## config.mk

```make
export PLATFORM = sky130hd
export DESIGN_NAME = valu_issue_arbiter_flat
export DESIGN_NICKNAME = d
export VERILOG_FILES = /design/src/rtl/valu_issue_arbiter_if.sv /design/src/rtl/valu_issue_arbiter.sv /design/src/flat_wrapper.sv
export SDC_FILE = /design/constraint.sdc
export NUM_CORES = 1
export LEC_CHECK = 0
export ABC_AREA = 1
export ABC_CLOCK_PERIOD_IN_PS = 5320
export CORE_AREA = 2 2 266 268
export CTS_CLUSTER_DIAMETER = 200
export DETAILED_ROUTE_END_ITERATION = 8
export DIE_AREA = 0 0 268 270
export PLACE_DENSITY_LB_ADDON = 0.05
export SYNTH_ARGS = -nofsm -noshare
export SYNTH_HDL_FRONTEND = slang
export SYNTH_SLANG_ARGS = --single-unit
```

## constraint.sdc

```tcl
create_clock -name clk -period 5.32 [get_ports clk]
set_clock_uncertainty 0.15 [all_clocks]
set_input_delay 0.532 -clock clk [delete_from_list [all_inputs] [get_ports clk]]
set_output_delay 0.532 -clock clk [all_outputs]
set_load 0.05 [all_outputs]
```

## src/rtl/valu_issue_arbiter_if.sv

```systemverilog
`default_nettype none
// ============================================================================
// valu_issue_arbiter_if
// Requester, logic-unit and response bundle of the vALU issue arbiter.
// Revision: 1.0
// ============================================================================
interface valu_issue_arbiter_if #(
    parameter int DATA_WIDTH  = 64,
    parameter int ADDR_WIDTH  = 32,
    parameter int OPSEL_WIDTH = 2
);
    logic                   req0_valid;
    logic                   req0_ready;
    logic                   req0_last;
    logic [DATA_WIDTH-1:0]  req0_vec0;
    logic [DATA_WIDTH-1:0]  req0_vec1;
    logic [OPSEL_WIDTH-1:0] req0_opSel;
    logic [ADDR_WIDTH-1:0]  req0_addr;

    logic                   req1_valid;
    logic                   req1_ready;
    logic                   req1_last;
    logic [DATA_WIDTH-1:0]  req1_vec0;
    logic [DATA_WIDTH-1:0]  req1_vec1;
    logic [OPSEL_WIDTH-1:0] req1_opSel;
    logic [ADDR_WIDTH-1:0]  req1_addr;

    logic                   alu_valid;
    logic [DATA_WIDTH-1:0]  alu_vec0;
    logic [DATA_WIDTH-1:0]  alu_vec1;
    logic [OPSEL_WIDTH-1:0] alu_opSel;
    logic [ADDR_WIDTH-1:0]  alu_addr;

    logic                   alu_out_valid;
    logic [DATA_WIDTH-1:0]  alu_out_vec;
    logic [ADDR_WIDTH-1:0]  alu_out_addr;

    logic                   rsp0_valid;
    logic                   rsp1_valid;
    logic [DATA_WIDTH-1:0]  rsp_vec;
    logic [ADDR_WIDTH-1:0]  rsp_addr;

    logic                   busy;
    logic                   err;

    // Environment side: requesters, logic unit and response consumers
    modport master (
        output req0_valid, req0_last, req0_vec0, req0_vec1, req0_opSel, req0_addr,
        input  req0_ready,
        output req1_valid, req1_last, req1_vec0, req1_vec1, req1_opSel, req1_addr,
        input  req1_ready,
        input  alu_valid, alu_vec0, alu_vec1, alu_opSel, alu_addr,
        output alu_out_valid, alu_out_vec, alu_out_addr,
        input  rsp0_valid, rsp1_valid, rsp_vec, rsp_addr,
        input  busy, err
    );

    modport slave (
        input  req0_valid, req0_last, req0_vec0, req0_vec1, req0_opSel, req0_addr,
        output req0_ready,
        input  req1_valid, req1_last, req1_vec0, req1_vec1, req1_opSel, req1_addr,
        output req1_ready,
        output alu_valid, alu_vec0, alu_vec1, alu_opSel, alu_addr,
        input  alu_out_valid, alu_out_vec, alu_out_addr,
        output rsp0_valid, rsp1_valid, rsp_vec, rsp_addr,
        output busy, err
    );
endinterface
`default_nettype wire

```

## src/rtl/valu_issue_arbiter.sv

```systemverilog
`default_nettype none
// ============================================================================
// valu_issue_arbiter
// Shares one fixed-latency vector logic unit between two requesters with
// round-robin single beats, burst locking, credits and result steering.
// Revision: 1.0
// ============================================================================
module valu_issue_arbiter #(
    parameter int DATA_WIDTH      = 64,
    parameter int ADDR_WIDTH      = 32,
    parameter int OPSEL_WIDTH     = 2,
    parameter int MAX_OUTSTANDING = 8
) (
    input  wire logic             clk,
    input  wire logic             rst,
    valu_issue_arbiter_if.slave   bus
);
    localparam int PTR_W = (MAX_OUTSTANDING > 2) ? $clog2(MAX_OUTSTANDING) : 1;
    localparam int CNT_W = PTR_W + 1;
    localparam logic [CNT_W-1:0] CNT_MAX = CNT_W'(MAX_OUTSTANDING);
    localparam logic [CNT_W-1:0] CNT_ONE = CNT_W'(1);

    typedef enum logic [0:0] {
        IDLE  = 1'b0,
        BURST = 1'b1
    } state_t;

    state_t                 state;
    state_t                 state_nxt;
    logic                   owner;
    logic                   owner_nxt;
    logic                   rr_ptr;
    logic [CNT_W-1:0]       count;
    logic [MAX_OUTSTANDING-1:0] tag_mem;
    logic [PTR_W-1:0]       wr_ptr;
    logic [PTR_W-1:0]       rd_ptr;
    logic                   err_q;

    logic                   grant;
    logic                   credit_ok;
    logic                   ready0;
    logic                   ready1;
    logic                   issue;
    logic                   issue_id;
    logic                   issue_last;
    logic                   fifo_empty;
    logic                   retire;

    logic                   alu_valid_q;
    logic [DATA_WIDTH-1:0]  alu_vec0_q;
    logic [DATA_WIDTH-1:0]  alu_vec1_q;
    logic [OPSEL_WIDTH-1:0] alu_opSel_q;
    logic [ADDR_WIDTH-1:0]  alu_addr_q;

    logic                   rsp0_valid_q;
    logic                   rsp1_valid_q;
    logic [DATA_WIDTH-1:0]  rsp_vec_q;
    logic [ADDR_WIDTH-1:0]  rsp_addr_q;

    // Strict compare: a retire in the same cycle does not free a credit
    assign credit_ok  = (count < CNT_MAX);
    assign fifo_empty = (count == '0);
    assign retire     = bus.alu_out_valid & ~fifo_empty;

    always_comb begin
        grant = 1'b0;
        if (state == BURST) begin
            grant = owner;
        end else if (bus.req0_valid && !bus.req1_valid) begin
            grant = 1'b0;
        end else if (bus.req1_valid && !bus.req0_valid) begin
            grant = 1'b1;
        end else if (bus.req0_valid && bus.req1_valid) begin
            grant = rr_ptr;
        end
    end

    assign ready0     = ~grant & bus.req0_valid & credit_ok & ~rst;
    assign ready1     =  grant & bus.req1_valid & credit_ok & ~rst;
    assign issue      = ready0 | ready1;
    assign issue_id   = ready1;
    assign issue_last = issue_id ? bus.req1_last : bus.req0_last;

    always_ff @(posedge clk) begin
        if (rst) begin
            state <= IDLE;
            owner <= 1'b0;
        end else begin
            state <= state_nxt;
            owner <= owner_nxt;
        end
    end

    always_comb begin
        state_nxt = state;
        owner_nxt = owner;
        case (state)
            IDLE: begin
                if (issue && !issue_last) begin
                    state_nxt = BURST;
                    owner_nxt = issue_id;
                end
            end
            BURST: begin
                if (issue && issue_last) begin
                    state_nxt = IDLE;
                end
            end
            default: state_nxt = IDLE;
        endcase
    end

    // Credit counter and tag FIFO share one occupancy count
    always_ff @(posedge clk) begin
        if (rst) begin
            rr_ptr <= 1'b0;
            count  <= '0;
            wr_ptr <= '0;
            rd_ptr <= '0;
            err_q  <= 1'b0;
        end else begin
            if (issue) begin
                rr_ptr          <= ~issue_id;
                tag_mem[wr_ptr] <= issue_id;
                wr_ptr          <= wr_ptr + PTR_W'(1);
            end
            if (retire) begin
                rd_ptr <= rd_ptr + PTR_W'(1);
            end
            if (issue && !retire) begin
                count <= count + CNT_ONE;
            end else if (!issue && retire) begin
                count <= count - CNT_ONE;
            end
            if (bus.alu_out_valid && fifo_empty) begin
                err_q <= 1'b1;
            end
        end
    end

    always_ff @(posedge clk) begin
        if (rst || !issue) begin
            alu_valid_q <= 1'b0;
            alu_vec0_q  <= '0;
            alu_vec1_q  <= '0;
            alu_opSel_q <= '0;
            alu_addr_q  <= '0;
        end else begin
            alu_valid_q <= 1'b1;
            alu_vec0_q  <= issue_id ? bus.req1_vec0  : bus.req0_vec0;
            alu_vec1_q  <= issue_id ? bus.req1_vec1  : bus.req0_vec1;
            alu_opSel_q <= issue_id ? bus.req1_opSel : bus.req0_opSel;
            alu_addr_q  <= issue_id ? bus.req1_addr  : bus.req0_addr;
        end
    end

    always_ff @(posedge clk) begin
        if (rst || !retire) begin
            rsp0_valid_q <= 1'b0;
            rsp1_valid_q <= 1'b0;
            rsp_vec_q    <= '0;
            rsp_addr_q   <= '0;
        end else begin
            rsp0_valid_q <= ~tag_mem[rd_ptr];
            rsp1_valid_q <=  tag_mem[rd_ptr];
            rsp_vec_q    <= bus.alu_out_vec;
            rsp_addr_q   <= bus.alu_out_addr;
        end
    end

    assign bus.req0_ready = ready0;
    assign bus.req1_ready = ready1;
    assign bus.alu_valid  = alu_valid_q;
    assign bus.alu_vec0   = alu_vec0_q;
    assign bus.alu_vec1   = alu_vec1_q;
    assign bus.alu_opSel  = alu_opSel_q;
    assign bus.alu_addr   = alu_addr_q;
    assign bus.rsp0_valid = rsp0_valid_q;
    assign bus.rsp1_valid = rsp1_valid_q;
    assign bus.rsp_vec    = rsp_vec_q;
    assign bus.rsp_addr   = rsp_addr_q;
    assign bus.busy       = (state == BURST) | ~fifo_empty;
    assign bus.err        = err_q;

endmodule
`default_nettype wire

```

## src/flat_wrapper.sv

```systemverilog
// flat-port wrapper written by rule: the top's interface ports become plain ports
module valu_issue_arbiter_flat 
#(
    parameter int DATA_WIDTH      = 64,
    parameter int ADDR_WIDTH      = 32,
    parameter int OPSEL_WIDTH     = 2,
    parameter int MAX_OUTSTANDING = 8
)
  (clk, rst, bus_req0_valid, bus_req0_last, bus_req0_vec0, bus_req0_vec1, bus_req0_opSel, bus_req0_addr, bus_req0_ready, bus_req1_valid, bus_req1_last, bus_req1_vec0, bus_req1_vec1, bus_req1_opSel, bus_req1_addr, bus_req1_ready, bus_alu_valid, bus_alu_vec0, bus_alu_vec1, bus_alu_opSel, bus_alu_addr, bus_alu_out_valid, bus_alu_out_vec, bus_alu_out_addr, bus_rsp0_valid, bus_rsp1_valid, bus_rsp_vec, bus_rsp_addr, bus_busy, bus_err);
  valu_issue_arbiter_if #(.DATA_WIDTH(DATA_WIDTH), .ADDR_WIDTH(ADDR_WIDTH), .OPSEL_WIDTH(OPSEL_WIDTH)) bus_i ();
  input  wire logic clk;
  input  wire logic rst;
  input wire logic [$bits(bus_i.req0_valid)-1:0] bus_req0_valid;
  input wire logic [$bits(bus_i.req0_last)-1:0] bus_req0_last;
  input wire logic [$bits(bus_i.req0_vec0)-1:0] bus_req0_vec0;
  input wire logic [$bits(bus_i.req0_vec1)-1:0] bus_req0_vec1;
  input wire logic [$bits(bus_i.req0_opSel)-1:0] bus_req0_opSel;
  input wire logic [$bits(bus_i.req0_addr)-1:0] bus_req0_addr;
  output wire logic [$bits(bus_i.req0_ready)-1:0] bus_req0_ready;
  input wire logic [$bits(bus_i.req1_valid)-1:0] bus_req1_valid;
  input wire logic [$bits(bus_i.req1_last)-1:0] bus_req1_last;
  input wire logic [$bits(bus_i.req1_vec0)-1:0] bus_req1_vec0;
  input wire logic [$bits(bus_i.req1_vec1)-1:0] bus_req1_vec1;
  input wire logic [$bits(bus_i.req1_opSel)-1:0] bus_req1_opSel;
  input wire logic [$bits(bus_i.req1_addr)-1:0] bus_req1_addr;
  output wire logic [$bits(bus_i.req1_ready)-1:0] bus_req1_ready;
  output wire logic [$bits(bus_i.alu_valid)-1:0] bus_alu_valid;
  output wire logic [$bits(bus_i.alu_vec0)-1:0] bus_alu_vec0;
  output wire logic [$bits(bus_i.alu_vec1)-1:0] bus_alu_vec1;
  output wire logic [$bits(bus_i.alu_opSel)-1:0] bus_alu_opSel;
  output wire logic [$bits(bus_i.alu_addr)-1:0] bus_alu_addr;
  input wire logic [$bits(bus_i.alu_out_valid)-1:0] bus_alu_out_valid;
  input wire logic [$bits(bus_i.alu_out_vec)-1:0] bus_alu_out_vec;
  input wire logic [$bits(bus_i.alu_out_addr)-1:0] bus_alu_out_addr;
  output wire logic [$bits(bus_i.rsp0_valid)-1:0] bus_rsp0_valid;
  output wire logic [$bits(bus_i.rsp1_valid)-1:0] bus_rsp1_valid;
  output wire logic [$bits(bus_i.rsp_vec)-1:0] bus_rsp_vec;
  output wire logic [$bits(bus_i.rsp_addr)-1:0] bus_rsp_addr;
  output wire logic [$bits(bus_i.busy)-1:0] bus_busy;
  output wire logic [$bits(bus_i.err)-1:0] bus_err;
  assign bus_i.req0_valid = bus_req0_valid;
  assign bus_i.req0_last = bus_req0_last;
  assign bus_i.req0_vec0 = bus_req0_vec0;
  assign bus_i.req0_vec1 = bus_req0_vec1;
  assign bus_i.req0_opSel = bus_req0_opSel;
  assign bus_i.req0_addr = bus_req0_addr;
  assign bus_req0_ready = bus_i.req0_ready;
  assign bus_i.req1_valid = bus_req1_valid;
  assign bus_i.req1_last = bus_req1_last;
  assign bus_i.req1_vec0 = bus_req1_vec0;
  assign bus_i.req1_vec1 = bus_req1_vec1;
  assign bus_i.req1_opSel = bus_req1_opSel;
  assign bus_i.req1_addr = bus_req1_addr;
  assign bus_req1_ready = bus_i.req1_ready;
  assign bus_alu_valid = bus_i.alu_valid;
  assign bus_alu_vec0 = bus_i.alu_vec0;
  assign bus_alu_vec1 = bus_i.alu_vec1;
  assign bus_alu_opSel = bus_i.alu_opSel;
  assign bus_alu_addr = bus_i.alu_addr;
  assign bus_i.alu_out_valid = bus_alu_out_valid;
  assign bus_i.alu_out_vec = bus_alu_out_vec;
  assign bus_i.alu_out_addr = bus_alu_out_addr;
  assign bus_rsp0_valid = bus_i.rsp0_valid;
  assign bus_rsp1_valid = bus_i.rsp1_valid;
  assign bus_rsp_vec = bus_i.rsp_vec;
  assign bus_rsp_addr = bus_i.rsp_addr;
  assign bus_busy = bus_i.busy;
  assign bus_err = bus_i.err;
  valu_issue_arbiter #(.DATA_WIDTH(DATA_WIDTH), .ADDR_WIDTH(ADDR_WIDTH), .OPSEL_WIDTH(OPSEL_WIDTH), .MAX_OUTSTANDING(MAX_OUTSTANDING)) u_core (.clk(clk), .rst(rst), .bus(bus_i));
endmodule
```

# [Word-level counts from Yosys, hierarchy flattened]
# Index checks and enable logic that the tools add are counted.
[totals] inputBits=427 regBits=283 word_cells=80
[classes] bitwise=15 n_addsub=4 reduce_logical=20 order_cmp=4 muxes=20
[ops] operator="2-to-1 mux 64 bit" count=2
[ops] operator="2-to-1 mux 32 bit" count=1
[ops] operator="2-to-1 mux 1 bit" count=10
[ops] operator="logical AND 1 bit" count=9
[ops] operator="bitwise mux 8 bit" count=1
[ops] operator="< comparator 3 x 4 -> 1 bit, second input constant" count=2
[ops] operator="2-to-1 mux 4 bit" count=2
[ops] operator="bitwise AND 1 bit" count=7
[ops] operator="adder 3 x 1 -> 3 bit, second input constant" count=2
[ops] operator="NOT 1 bit" count=6
[ops] operator="zero test 1 bit" count=5
[ops] operator="adder 4 x 1 -> 4 bit, second input constant" count=1
[ops] operator="zero test 4 bit" count=1
[ops] operator="< comparator 4 bit, second input constant" count=1
[ops] operator="AND reduction 2 bit" count=2
[ops] operator="subtractor 4 x 1 -> 4 bit, second input constant" count=1
[ops] operator="binary-select mux 1 bit (select 3 bit)" count=1
[ops] operator="demux 1 bit (select 3 bit)" count=1
[ops] operator="greater-or-equal comparator 3 x 1 -> 1 bit, second input constant" count=1
[ops] operator="logical OR 1 bit" count=2
[ops] operator="2-to-1 mux 2 bit" count=1
[ops] operator="bitwise OR 1 bit" count=2
[ops] operator="case mux 1 bit (2 select lines)" count=1
[ops] operator="nonzero test 2 bit" count=1

# [Logic depth before layout (Yosys ltp)]
# Gate-level depths: netlist of run 1.
[depth] depth_word=14 mapped_depth=15 depth_no_buf=14

# [Least setup slack after synthesis of run 1]
# Ideal clock, no wire load.
[synth_timing] path_type="input to register" startpoint="in bus_req1_valid" endpoint="reg u_core.count[3]" path_slack_ns=2.848 path_stages=15 arrival_ns=2.206 setup_time_ns=0.116 n_path_buf=1 path_cell_list="inv_1 nor2_1 nand2_1 nand2_1 nand2_4 clkbuf_1 nand2_1 ha_1 inv_1 ha_1 a21oi_1 nand2_1 xor2_1 nand2_1 a21oi_1"
[synth_between] elab_chain_len=13 elab_cells_between_ends=21
[synth_rtl] element="start: declaration" line="flat_wrapper.sv:20" text="input wire logic [$bits(bus_i.req1_valid)-1:0] bus_req1_valid;"
[synth_rtl] element="logical AND 1 bit" line="valu_issue_arbiter.sv:73" text="end else if (bus.req0_valid && bus.req1_valid) begin"
[synth_rtl] element="2-to-1 mux 1 bit" line="valu_issue_arbiter.sv:73"
[synth_rtl] element="2-to-1 mux 1 bit" line="valu_issue_arbiter.sv:71" text="end else if (bus.req1_valid && !bus.req0_valid) begin"
[synth_rtl] element="2-to-1 mux 1 bit" line="valu_issue_arbiter.sv:69" text="end else if (bus.req0_valid && !bus.req1_valid) begin"
[synth_rtl] element="2-to-1 mux 1 bit" line="valu_issue_arbiter.sv:67" text="if (state == BURST) begin"
[synth_rtl] element="NOT 1 bit" line="valu_issue_arbiter.sv:78" text="assign ready0 = ~grant & bus.req0_valid & credit_ok & ~rst;"
[synth_rtl] element="bitwise AND 1 bit (3 in series)" line="valu_issue_arbiter.sv:78"
[synth_rtl] element="bitwise OR 1 bit *" line="valu_issue_arbiter.sv:80" text="assign issue = ready0 | ready1;"
[synth_rtl] element="zero test 1 bit" line="valu_issue_arbiter.sv:132" text="end else if (!issue && retire) begin"
[synth_rtl] element="logical AND 1 bit" line="valu_issue_arbiter.sv:132"
[synth_rtl] element="nonzero test 2 bit (no source line)"
[synth_rtl] element="end signal: assignment" line="valu_issue_arbiter.sv:131" text="count <= count + CNT_ONE;"
[synth_rtl] element="end signal: assignment" line="valu_issue_arbiter.sv:133" text="count <= count - CNT_ONE;"
[synth_rtl] element="end: declaration" line="valu_issue_arbiter.sv:33" text="logic [CNT_W-1:0] count;"
# Every way passes the cells marked *; elsewhere a longest branch is shown, timed or not.
# A chain may end at the register's enable or synchronous reset.

# [Worst setup path after layout of run 1]
[layout_timing] startpoint="in rst" endpoint="out bus_req1_ready"
[layout_between] elab_chain_len=2
[layout_rtl] element="start: declaration" line="flat_wrapper.sv:12" text="input wire logic rst;"
[layout_rtl] element="NOT 1 bit" line="valu_issue_arbiter.sv:79" text="assign ready1 = grant & bus.req1_valid & credit_ok & ~rst;"
[layout_rtl] element="bitwise AND 1 bit" line="valu_issue_arbiter.sv:79"
[layout_rtl] element="end: declaration" line="flat_wrapper.sv:26" text="output wire logic [$bits(bus_i.req1_ready)-1:0] bus_req1_ready;"
# Every way passes these cells.

==> key figures, run 1 <==
Synthesis
  • Leading register cell type out of synthesis: dfxtp_1
  • Post-synthesis register bit count: 283
  • Post-synthesis sequential area ratio: 56.4%
  • Synthesized netlist net count: 1586
  • YS warnings: 0
  • Mean Syn Cell Area: 8.84 um^2
  • Asr flop ratio synth: 0%
  • Synth Instances: 1153
  • EDFF count, synth: 8
  • Synthesized area: 0.0102 mm^2
  • Synth unique cells: 27

Clock tree
  • Worst skew pair latency: 0.55 ns
  • Worst-path clk slew: 0.05 ns
  • Post_cts resized: 0
  • CTS tree: built
  • Htree depth: 2
  • Clock Sinks: 283
  • Postcts setup bufs: 0
  • Hold buffers post-CTS: 0
  • Number of CTS-inserted buffers: 39
  • Clk buf depth: 3
  • Clock Tree Root: clkbuf_16

Power and ir drop
  • VDD IR max: 0.000178 V
  • Lkg Pwr: 7.46 nW
  • Pint: 4.90 mW
  • Power Dens Cells: 391 mW/mm^2
  • Switch share: 34.8%
  • Comb power frac: 31.4%
  • Flop pwr share: 32.6%
  • Clock power share: 36.0%
  • Design Power: 7.52 mW
  • Net switching power: 2.62 mW

Cells and area
  • Layout cells sized above 1: 14.0%
  • Most frequent cells in the layout: clkdlybuf4s50_1 (691), nor2_1 (353), dfxtp_1 (275), inv_1 (118), nor2_2 (94)
  • Fillers: 7469
  • Layout Area Growth over Synthesis: 88.7%
  • Post-layout util: 27.7%
  • Final net count: 2262
  • Commonest non-fill, non-tap cell in the layout: clkdlybuf4s50_1
  • Area of the multi-input gates: 0.00351 mm^2
  • Reg area: 0.00575 mm^2

Route
  • Routed WL: 51.0 mm
  • Wirelength per Cell: 18.2 um
  • Routed Antenna Nets: 0
  • Via count: 9728
  • DRT iter0 DRCs: 258
  • DR DRC count: 0
  • Vias/cell: 3.48
  • Pre-antenna DRT Iters: 4

Min path
  • Hold Crit Start: u_core.rr_ptr
  • Hold depth: 2
  • Worst min-delay path class: reg -> reg
  • Worst hold path endpoint: u_core.rr_ptr

STA
  • Slew margin rel.: 30.4%
  • Worst-margin pin slew: 1.04 ns
  • Final hold vios: 0
  • Post-Route Setup TNS: 0 ns
  • Final Setup Violations: 0
  • FMAX: 261 MHz
  • RSZ-0062 raised after global routing: false
  • Slew Viols, Final: 0
  • Final min period: 3.83 ns
  • Final Cycle Share: 72.1%

Global route
  • First-pass GRT wire length: 71.4 mm
  • Vias in the first global route: 9901
  • Initial antenna violation count: 13
  • Pin count of the biggest net entering global routing: 171
  • GRT Util Overall: 13.7%
  • GRT overflow: 0

Worst setup path
  • Worst reg-to-reg path cell count: 9
  • CP Capture Type: output pin
  • Worst-path maximum fanout: 99
  • Worst reg2reg setup slack: 2.51 ns
  • Crit start category: input pin
  • Reg-to-Reg End: u_core.bus.alu_vec0[60]
  • Crit Path Category: in -> out
  • Worst Path Required: 4.64 ns
  • Critical Path AT: 3.15 ns

Floorplan
  • Die height: 270 um
  • Initial Utilization: 14.7%
  • Die W: 268 um
  • Row count: 97
  • Ports: 692
  • Core area: 0.0695 mm^2
  • Die area: 0.0724 mm^2

Placed design
  • Placed wire-length estimate after detailed placement: 38.9 mm
  • PortBufs: 691
  • Gpl congestion: 0.783

Run
  • Max cap viols: 0

Status
  • Status: finished clean
==> Yosys cell counts (6+ instances only) <==
cell        n  share of area [%]
inv_1     118                4.3
a21oi_1    11               0.54
edfxtp_1    8                2.4
buf_2      37                1.8
nand2_1    29                1.1
clkbuf_2    6               0.29
nor2_1    353                 13
buf_12     10                2.0
o21ai_0    86                4.2
dfxtp_1   275                 54
nor2_2     94                5.8
o21ai_2    90                7.7
==> power by group through the flow <==
stage	clock network, mW	registers, mW	logic, mW
floorplan	0	3.22	0.732
global placement	0	2.50	2.41
detailed placement	0	2.50	2.40
CTS	2.84	2.45	2.41
global route	2.91	2.47	2.54
finish	2.71	2.45	2.36
==> per-stage QoR <==
step | hold WS, ns | instance area [um^2] | instances | worst slack [ns]
2_1_floorplan | 0.285 | 10200 | 1153 | 2.85
3_3_place_gp | 0.304 | 17900 | 2728 | 1.34
3_5_place_dp | 0.309 | 17900 | 2728 | 1.33
4_1_cts | 0.297 | 19200 | 2795 | 1.33
5_1_grt | 0.320 | 19200 | 2795 | 1.27
6_report | 0.313 | 19200 | 2798 | 1.49
==> logic make-up after synthesis <==
kind of cell	count (synthesis)	share of synthesized area, %
adders and majority gates	6	0.810
xor gates and xnor gates	3	0.258
AOI/OAI and AO/OA	187	12.5
DFF	283	56.4
buffers and inverters	186	9.39
and+or+nand+nor	488	20.7
==> per-layer routing <==
metal  vias to the layer above  track usage, %  part of all wire, %
li1                       4882               -                    -
met1                      4383            13.2                   34
met2                       374            25.8                   53
met3                        69            6.70                   11
met4                        20            3.10                  1.8
met5                         -               0                 0.26
==> state kept, by name (all words and copies together), names as in the netlist, 2 cells and up, named ones only <==
register              flops
u_core.wr_ptr             3
u_core.bus.alu_vec1      64
u_core.bus.alu_addr      32
u_core.count              4
u_core.bus.rsp_vec       64
u_core.tag_mem            8
u_core.bus.alu_vec0      64
u_core.bus.rsp_addr      32
u_core.bus.alu_opSel      2
u_core.rd_ptr             3
==> worst max path at each step <==
stage	cells past startpoint	endpoint	from
6_report	7	bus_req1_ready	rst
5_1_grt	7	bus_req1_ready	rst
4_1_cts	7	bus_req1_ready	rst
3_5_place_dp	7	bus_req1_ready	rst
3_3_place_gp	7	bus_req1_ready	rst
2_1_floorplan	15	u_core.count[3]	bus_req1_valid
==> critical path: stages <==
cell and delay [ns]:
clkdlybuf4s50_1 0.53, inv_2 0.24, nand2_2 0.09, nor2_2 0.21, nand2_8 0.42, inv_6 0.20, clkdlybuf4s50_1 0.91
==> cell type report <==
cell class / count / share of cell area [%]
clock inverters: 8 / 0.657
diodes: 3 / 0.0390
flip-flops and latches: 283 / 29.9
clock buffers: 59 / 6.10
repair buffers: 699 / 36.5
multi-input cells: 684 / 18.3
well taps: 940 / 6.11
inverters: 122 / 2.42
No activity file was read; power rests on OpenSTA's default activity.
==> run 2: changes to the inputs <==
ABC_CLOCK_PERIOD_IN_PS = 3100   (was 5320)
clock period = 3.1 ns   (was 5.32 ns; I/O delays follow)
==> run 2 against run 1 <==
  * Sequential share of layout area down 0.45 points
  * Wire length up 1.6%
  * Critical endpoint is now bus_busy
  * Clock power up 75%
  * Critical path type is now reg -> out
  * Cell area up 1.5%
  * Utilization up 0.43 points
  * Largest cell class unchanged
  * Register-to-register slack worse by 1.7 ns
==> key figures, run 2 (synthesis results as in run 1) <==
Route
  • DR DRC count: 0 (unchanged)
  • Routed Antenna Nets: 0 (unchanged)
  • Via count: 9802 (was 9728)
  • Wirelength per Cell: 18.3 um (was 18.2 um)
  • Vias/cell: 3.47 (was 3.48)
  • Routed WL: 51.8 mm (was 51.0 mm)
  • Pre-antenna DRT Iters: 4 (unchanged)
  • DRT iter0 DRCs: 266 (was 258)

Floorplan
  • Initial Utilization: 14.7% (unchanged)
  • Die area: 0.0724 mm^2 (unchanged)
  • Ports: 692 (unchanged)
  • Die W: 268 um (unchanged)
  • Core area: 0.0695 mm^2 (unchanged)
  • Die height: 270 um (unchanged)
  • Row count: 97 (unchanged)

STA
  • Slew Viols, Final: 0 (unchanged)
  • Worst-margin pin slew: 0.805 ns (was 1.04 ns)
  • Post-Route Setup TNS: 0 ns (unchanged)
  • Slew margin rel.: 46.3% (was 30.4%)
  • Final hold vios: 0 (unchanged)
  • Final Setup Violations: 0 (unchanged)
  • FMAX: 381 MHz
  • Final min period: 2.62 ns
  • RSZ-0062 raised after global routing: false (unchanged)
  • Final Cycle Share: 84.6%

Cells and area
  • Post-layout util: 28.1% (was 27.7%)
  • Layout cells sized above 1: 15.4% (was 14.0%)
  • Layout Area Growth over Synthesis: 91.6% (was 88.7%)
  • Diode count: 0 (was 3)
  • Fillers: 7456 (was 7469)
  • Final net count: 2288 (was 2262)
  • Most frequent cells in the layout: clkdlybuf4s50_1 (689), nor2_1 (353), dfxtp_1 (275), inv_1 (118), nor2_2 (94) (was clkdlybuf4s50_1 (691), nor2_1 (353), dfxtp_1 (275), inv_1 (118), nor2_2 (94))
  • Fin area: 0.0195 mm^2 (was 0.0192 mm^2)
  • Commonest non-fill, non-tap cell in the layout: clkdlybuf4s50_1 (unchanged)

Min path
  • Worst min-delay path class: in -> reg (was reg -> reg)

Power and ir drop
  • Lkg Pwr: 7.64 nW (was 7.46 nW)
  • Design Power: 13.0 mW (was 7.52 mW)
  • VDD IR max: 0.000384 V (was 0.000178 V)
  • Power Dens Cells: 668 mW/mm^2 (was 391 mW/mm^2)

Placed design
  • Gpl congestion: 0.783 (about the same)
  • Placed instance area: 0.0182 mm^2 (was 0.0179 mm^2)
  • Placed wire-length estimate after detailed placement: 41.0 mm (was 38.9 mm)
  • PortBufs: 691 (unchanged)

Global route
  • Vias in the first global route: 10100 (was 9901)
  • GRT Util Overall: 13.8% (was 13.7%)
  • GRT overflow: 0 (unchanged)
  • Pin count of the biggest net entering global routing: 57 (was 171)
  • First-pass GRT wire length: 72.2 mm (was 71.4 mm)
  • Initial antenna violation count: 5 (was 13)

Clock tree
  • Clock Tree Root: clkbuf_16 (unchanged)
  • Worst-path clk slew: 0.06 ns (was 0.05 ns)
  • Clock Sinks: 283 (unchanged)
  • Worst skew pair latency: 0.57 ns (was 0.55 ns)
  • Post_cts resized: 0 (unchanged)
  • CTS tree: built (unchanged)
  • Number of CTS-inserted buffers: 41 (was 39)
  • Hold buffers post-CTS: 0 (unchanged)
  • Clk buf depth: 3 (unchanged)
  • Postcts setup bufs: 0 (unchanged)
  • Htree depth: 2 (unchanged)

Run
  • Max cap viols: 0 (unchanged)

Worst setup path
  • Crit start category: flip-flop (was input pin)
  • CP Capture Type: output pin (unchanged)
  • Worst-path maximum fanout: 3 (was 99)
  • Critical Path AT: 2.16 ns (was 3.15 ns)
  • Crit Path Category: reg -> out (was in -> out)
  • Worst Path Required: 2.64 ns (was 4.64 ns)

Status
  • Status: finished clean (unchanged)
-- run 2: cell count changes in the layout (fill, tap and decap cells not counted), moves of 2 or more --
| cell | change |
|---|---|
| buf_4 | +21 |
| clkinv_2 | +3 |
| diode_2 | -3 |
| buf_12 | +5 |
| bufinv_16 | -2 |
| clkbuf_8 | +2 |
| clkdlybuf4s50_1 | -2 |
| inv_6 | -3 |
| clkbuf_1 | +3 |
-- run 2: critical path, stage by stage, from the launching register on --
cell	delay (ns)
dfxtp_1	0.36
inv_1	0.10
nand3_1	0.12
inv_1	0.06
nand2_1	0.08
clkdlybuf4s50_1	0.87
-- run 2: stage by stage --
stage	std cells	setup WS [ns]	hold WS, ns
after floorplan	1153	0.850	0.229
after global placement	2752	0.351	0.314
after detailed placement	2752	0.385	0.310
after CTS	2827	0.380	0.0510
after global routing	2827	0.311	0.0717
final	2827	0.477	0.103
-- run 2: worst paths after layout --
| kind | cells past startpoint | to | slack (ns) | from |
|---|---|---|---|---|
| hold / removal | 3 | u_core.bus.rsp_addr[21] | 0.10 | bus_alu_out_addr[21] |
| hold reg to reg | 2 | u_core.rr_ptr | 0.32 | u_core.rr_ptr |
| setup reg to reg | 13 | u_core.count[3] | 0.82 | u_core.count[3] |
| setup / recovery | 5 | bus_busy | 0.48 | u_core.count[3] |
-- run 2: layout make-up --
| class | count | area [um^2] | area share, % |
|---|---|---|---|
| sequential | 283 | 5750 | 29.4 |
| clock inverter | 10 | 129 | 0.660 |
| inverter | 122 | 465 | 2.38 |
| clock buffer | 65 | 1240 | 6.33 |
| multi-input combinational | 684 | 3510 | 18.0 |
| timing repair buffer | 723 | 7260 | 37.2 |
| tap | 940 | 1180 | 6.02 |
-- run 2: power breakdown --
group,internal [mW],leakage (nW),switching (mW)
combinational,1.54,4.65,2.57
sequential,4.07,2.32,0.137
clock,2.84,0.668,1.89
total,8.44,7.64,4.60
-- run 2: per-layer routing --
layer / vias up / part of all wire (%) / GRT usage [%]
met3: 60 / 10 / 6.38
met4: 10 / 1.6 / 3.12
li1: 4935 / - / -
met5: - / 0.13 / 0
met1: 4436 / 34 / 13.2
met2: 361 / 54 / 26.5
==> run 3: changes to the inputs <==
ABC_CLOCK_PERIOD_IN_PS = 2600   (was 3100)
clock period = 2.6 ns   (was 3.1 ns; I/O delays follow)
==> run 3 against run 2 <==
  * Cell area fell by 0.20%
  * Global-route usage barely moved
  * Wire length rose by 0.36%
  * First-iteration DRC count fell by 12%
==> key figures, run 3 (synthesis results as in run 1) <==
Worst setup path
  • Cells along the critical path: inv_1 -> nand2_2 -> nor2_4 -> nand2_8 -> buf_4 -> inv_6 -> buf_12 -> buf_12 (was inv_1 -> nand3_1 -> inv_1 -> nand2_1 -> clkdlybuf4s50_1)
  • Crit path max-delay family: buffers and inverters (unchanged)
  • Worst path depth: 8 (was 5)
  • Critical Path AT: 1.99 ns (was 2.16 ns)
  • Worst reg2reg setup slack: 0.46 ns (was 0.82 ns)
  • Slowest-stage cell, CP: dfxtp_1 (was clkdlybuf4s50_1)
  • Most frequent CP cell: buf_12 (was inv_1)
  • Reg2reg start: u_core.count[0] (was u_core.count[3])
  • Crit Path Category: reg -> out (unchanged)
  • CP Capture Type: output pin (unchanged)
  • Worst Path Required: 2.19 ns (was 2.64 ns)
  • Worst reg-to-reg path cell count: 11 (was 13)
  • Crit path buf inv count: 5 (was 3)
  • Crit start category: flip-flop (unchanged)
  • Reg-to-Reg End: u_core.count[3] (unchanged)
  • Largest stage delay, worst path: 0.33 ns (was 0.87 ns)
  • Worst-path maximum fanout: 17 (was 3)

STA
  • Final min period: 2.40 ns
  • FMAX: 416 MHz
  • Final Cycle Share: 92.5%
  • Slew Viols, Final: 0 (unchanged)
  • Slew margin rel.: 53.5% (was 46.3%)
  • Final hold vios: 0 (unchanged)
  • Final Setup Violations: 0 (unchanged)
  • Post-Route Setup TNS: 0 ns (unchanged)
  • RSZ-0062 raised after global routing: false (unchanged)
  • Worst-margin pin slew: 0.695 ns (was 0.805 ns)

Min path
  • Hold depth: 3 (unchanged)
  • Worst min-delay path class: in -> reg (unchanged)
  • Worst hold path endpoint: u_core.bus.rsp_vec[42] (was u_core.bus.rsp_addr[21])
  • Hold Crit Start: bus_alu_out_vec[42] (was bus_alu_out_addr[21])

Clock tree
  • Clock Tree Root: clkbuf_16 (unchanged)
  • Worst-path clk slew: 0.05 ns (was 0.06 ns)
  • Clock Sinks: 283 (unchanged)
  • Number of CTS-inserted buffers: 39 (was 41)
  • Worst skew pair latency: 0.55 ns (was 0.57 ns)
  • CTS tree: built (unchanged)
  • Clk buf depth: 3 (unchanged)
  • Htree depth: 2 (unchanged)
  • Hold buffers post-CTS: 0 (unchanged)

Global route
  • Pin count of the biggest net entering global routing: 84 (was 57)
  • Initial antenna violation count: 10 (was 5)
  • Vias in the first global route: 10200 (was 10100)
  • GRT Util Overall: 13.9% (was 13.8%)
  • GRT overflow: 0 (unchanged)
  • First-pass GRT wire length: 72.4 mm (was 72.2 mm)

Route
  • DR DRC count: 0 (unchanged)
  • DRT iter0 DRCs: 233 (was 266)
  • Wirelength per Cell: 18.4 um (was 18.3 um)
  • Vias/cell: 3.49 (was 3.47)
  • Routed WL: 52.0 mm (was 51.8 mm)
  • Routed Antenna Nets: 0 (unchanged)
  • Pre-antenna DRT Iters: 4 (unchanged)
  • Via count: 9843 (was 9802)

Placed design
  • PortBufs: 691 (unchanged)
  • Gpl congestion: 0.798 (was 0.783)
  • Placed cell count: 2747 (was 2752)
  • Placed instance area: 0.0182 mm^2 (about the same)
  • Placed wire-length estimate after detailed placement: 40.8 mm (was 41.0 mm)

Floorplan
  • Initial Utilization: 14.7% (unchanged)
  • Die height: 270 um (unchanged)
  • Row count: 97 (unchanged)
  • Die area: 0.0724 mm^2 (unchanged)
  • Ports: 692 (unchanged)
  • Die W: 268 um (unchanged)
  • Core area: 0.0695 mm^2 (unchanged)

Cells and area
  • Final net count: 2281 (was 2288)
  • Layout cells sized above 1: 15.0% (was 15.4%)
  • Layout Area Growth over Synthesis: 91.2% (was 91.6%)
  • Most frequent cells in the layout: clkdlybuf4s50_1 (688), nor2_1 (353), dfxtp_1 (275), inv_1 (118), nor2_2 (93) (was clkdlybuf4s50_1 (689), nor2_1 (353), dfxtp_1 (275), inv_1 (118), nor2_2 (94))
  • Fin area: 0.0195 mm^2 (about the same)
  • Commonest non-fill, non-tap cell in the layout: clkdlybuf4s50_1 (unchanged)
  • Non-Filler Instances: 2821 (was 2827)

Power and ir drop
  • Power Dens Cells: 788 mW/mm^2 (was 668 mW/mm^2)
  • Design Power: 15.4 mW (was 13.0 mW)
  • VDD IR max: 0.000386 V (was 0.000384 V)
  • Lkg Pwr: 7.60 nW (was 7.64 nW)

Status
  • Status: finished clean (unchanged)

Run
  • Max cap viols: 0 (unchanged)
run 3: cell types whose count changed in the layout (fill, tap and decap cells not counted), moves of 2 or more:
| cell | before | now |
|---|---|---|
| buf_4 | 25 | 13 |
| inv_6 | 1 | 4 |
| clkbuf_8 | 12 | 9 |
| clkbuf_16 | 41 | 39 |
| diode_2 | 0 | 3 |
| buf_12 | 9 | 16 |
run 3: stage by stage:
step,hold WS (ns),setup slack [ns],util (%)
after floorplan,0.179,0.372,-
after global placement,0.299,0.0392,26.2
after detailed placement,0.314,0.0804,26.2
after CTS,0.0294,0.0374,28.0
after global routing,0.0501,0.0207,28.0
final,0.0862,0.195,28.0
run 3: worst max-delay path by stage:
stage | from | endpoint | slack (ns)
3_3_place_gp | bus_req1_valid | u_core.count[3] | 0.04
5_1_grt | flip-flop | bus_req1_ready | 0.02
6_report | u_core.count[3] | bus_req1_ready | 0.20
2_1_floorplan | flip-flop | u_core.count[3] | 0.37
4_1_cts | u_core.count[3] | bus_req1_ready | 0.04
3_5_place_dp | bus_req1_valid | u_core.count[3] | 0.08
run 3: cell type report:
class / instances / area (um^2)
timing repair buffer: 718 / 7310
inverter: 122 / 465
antenna: 3 / 7.51
tap: 940 / 1180
clock inverter: 11 / 120
sequential: 283 / 5750
clock buffer: 60 / 1140
fill: 7474 / 50100
multi-input combinational: 684 / 3520
run 3: per-layer routing:
metal / part of all wire [%] / track usage, %
met5: 0.16 / 0
met4: 2.0 / 3.78
met3: 10 / 6.02
met2: 54 / 26.7
met1: 34 / 13.1
run 3: power by group:
group	internal [mW]	switching (mW)
Combinational	1.88	3.08
Sequential	4.85	0.168
Clock	3.23	2.15
run 3: what timing repair did:
| item | 4_1_cts | 5_1_grt |
|---|---|---|
| buffers inserted | 0 | 0 |
| gates resized for setup | 1 | 1 |
| setup endpoints to repair | 1 | 1 |
| pin swaps | 0 | 0 |
run 3: worst min-delay path, cell delays in order:
cell             delay (ns)
clkdlybuf4s50_1        0.39
inv_1                  0.05
nor2_1                 0.03
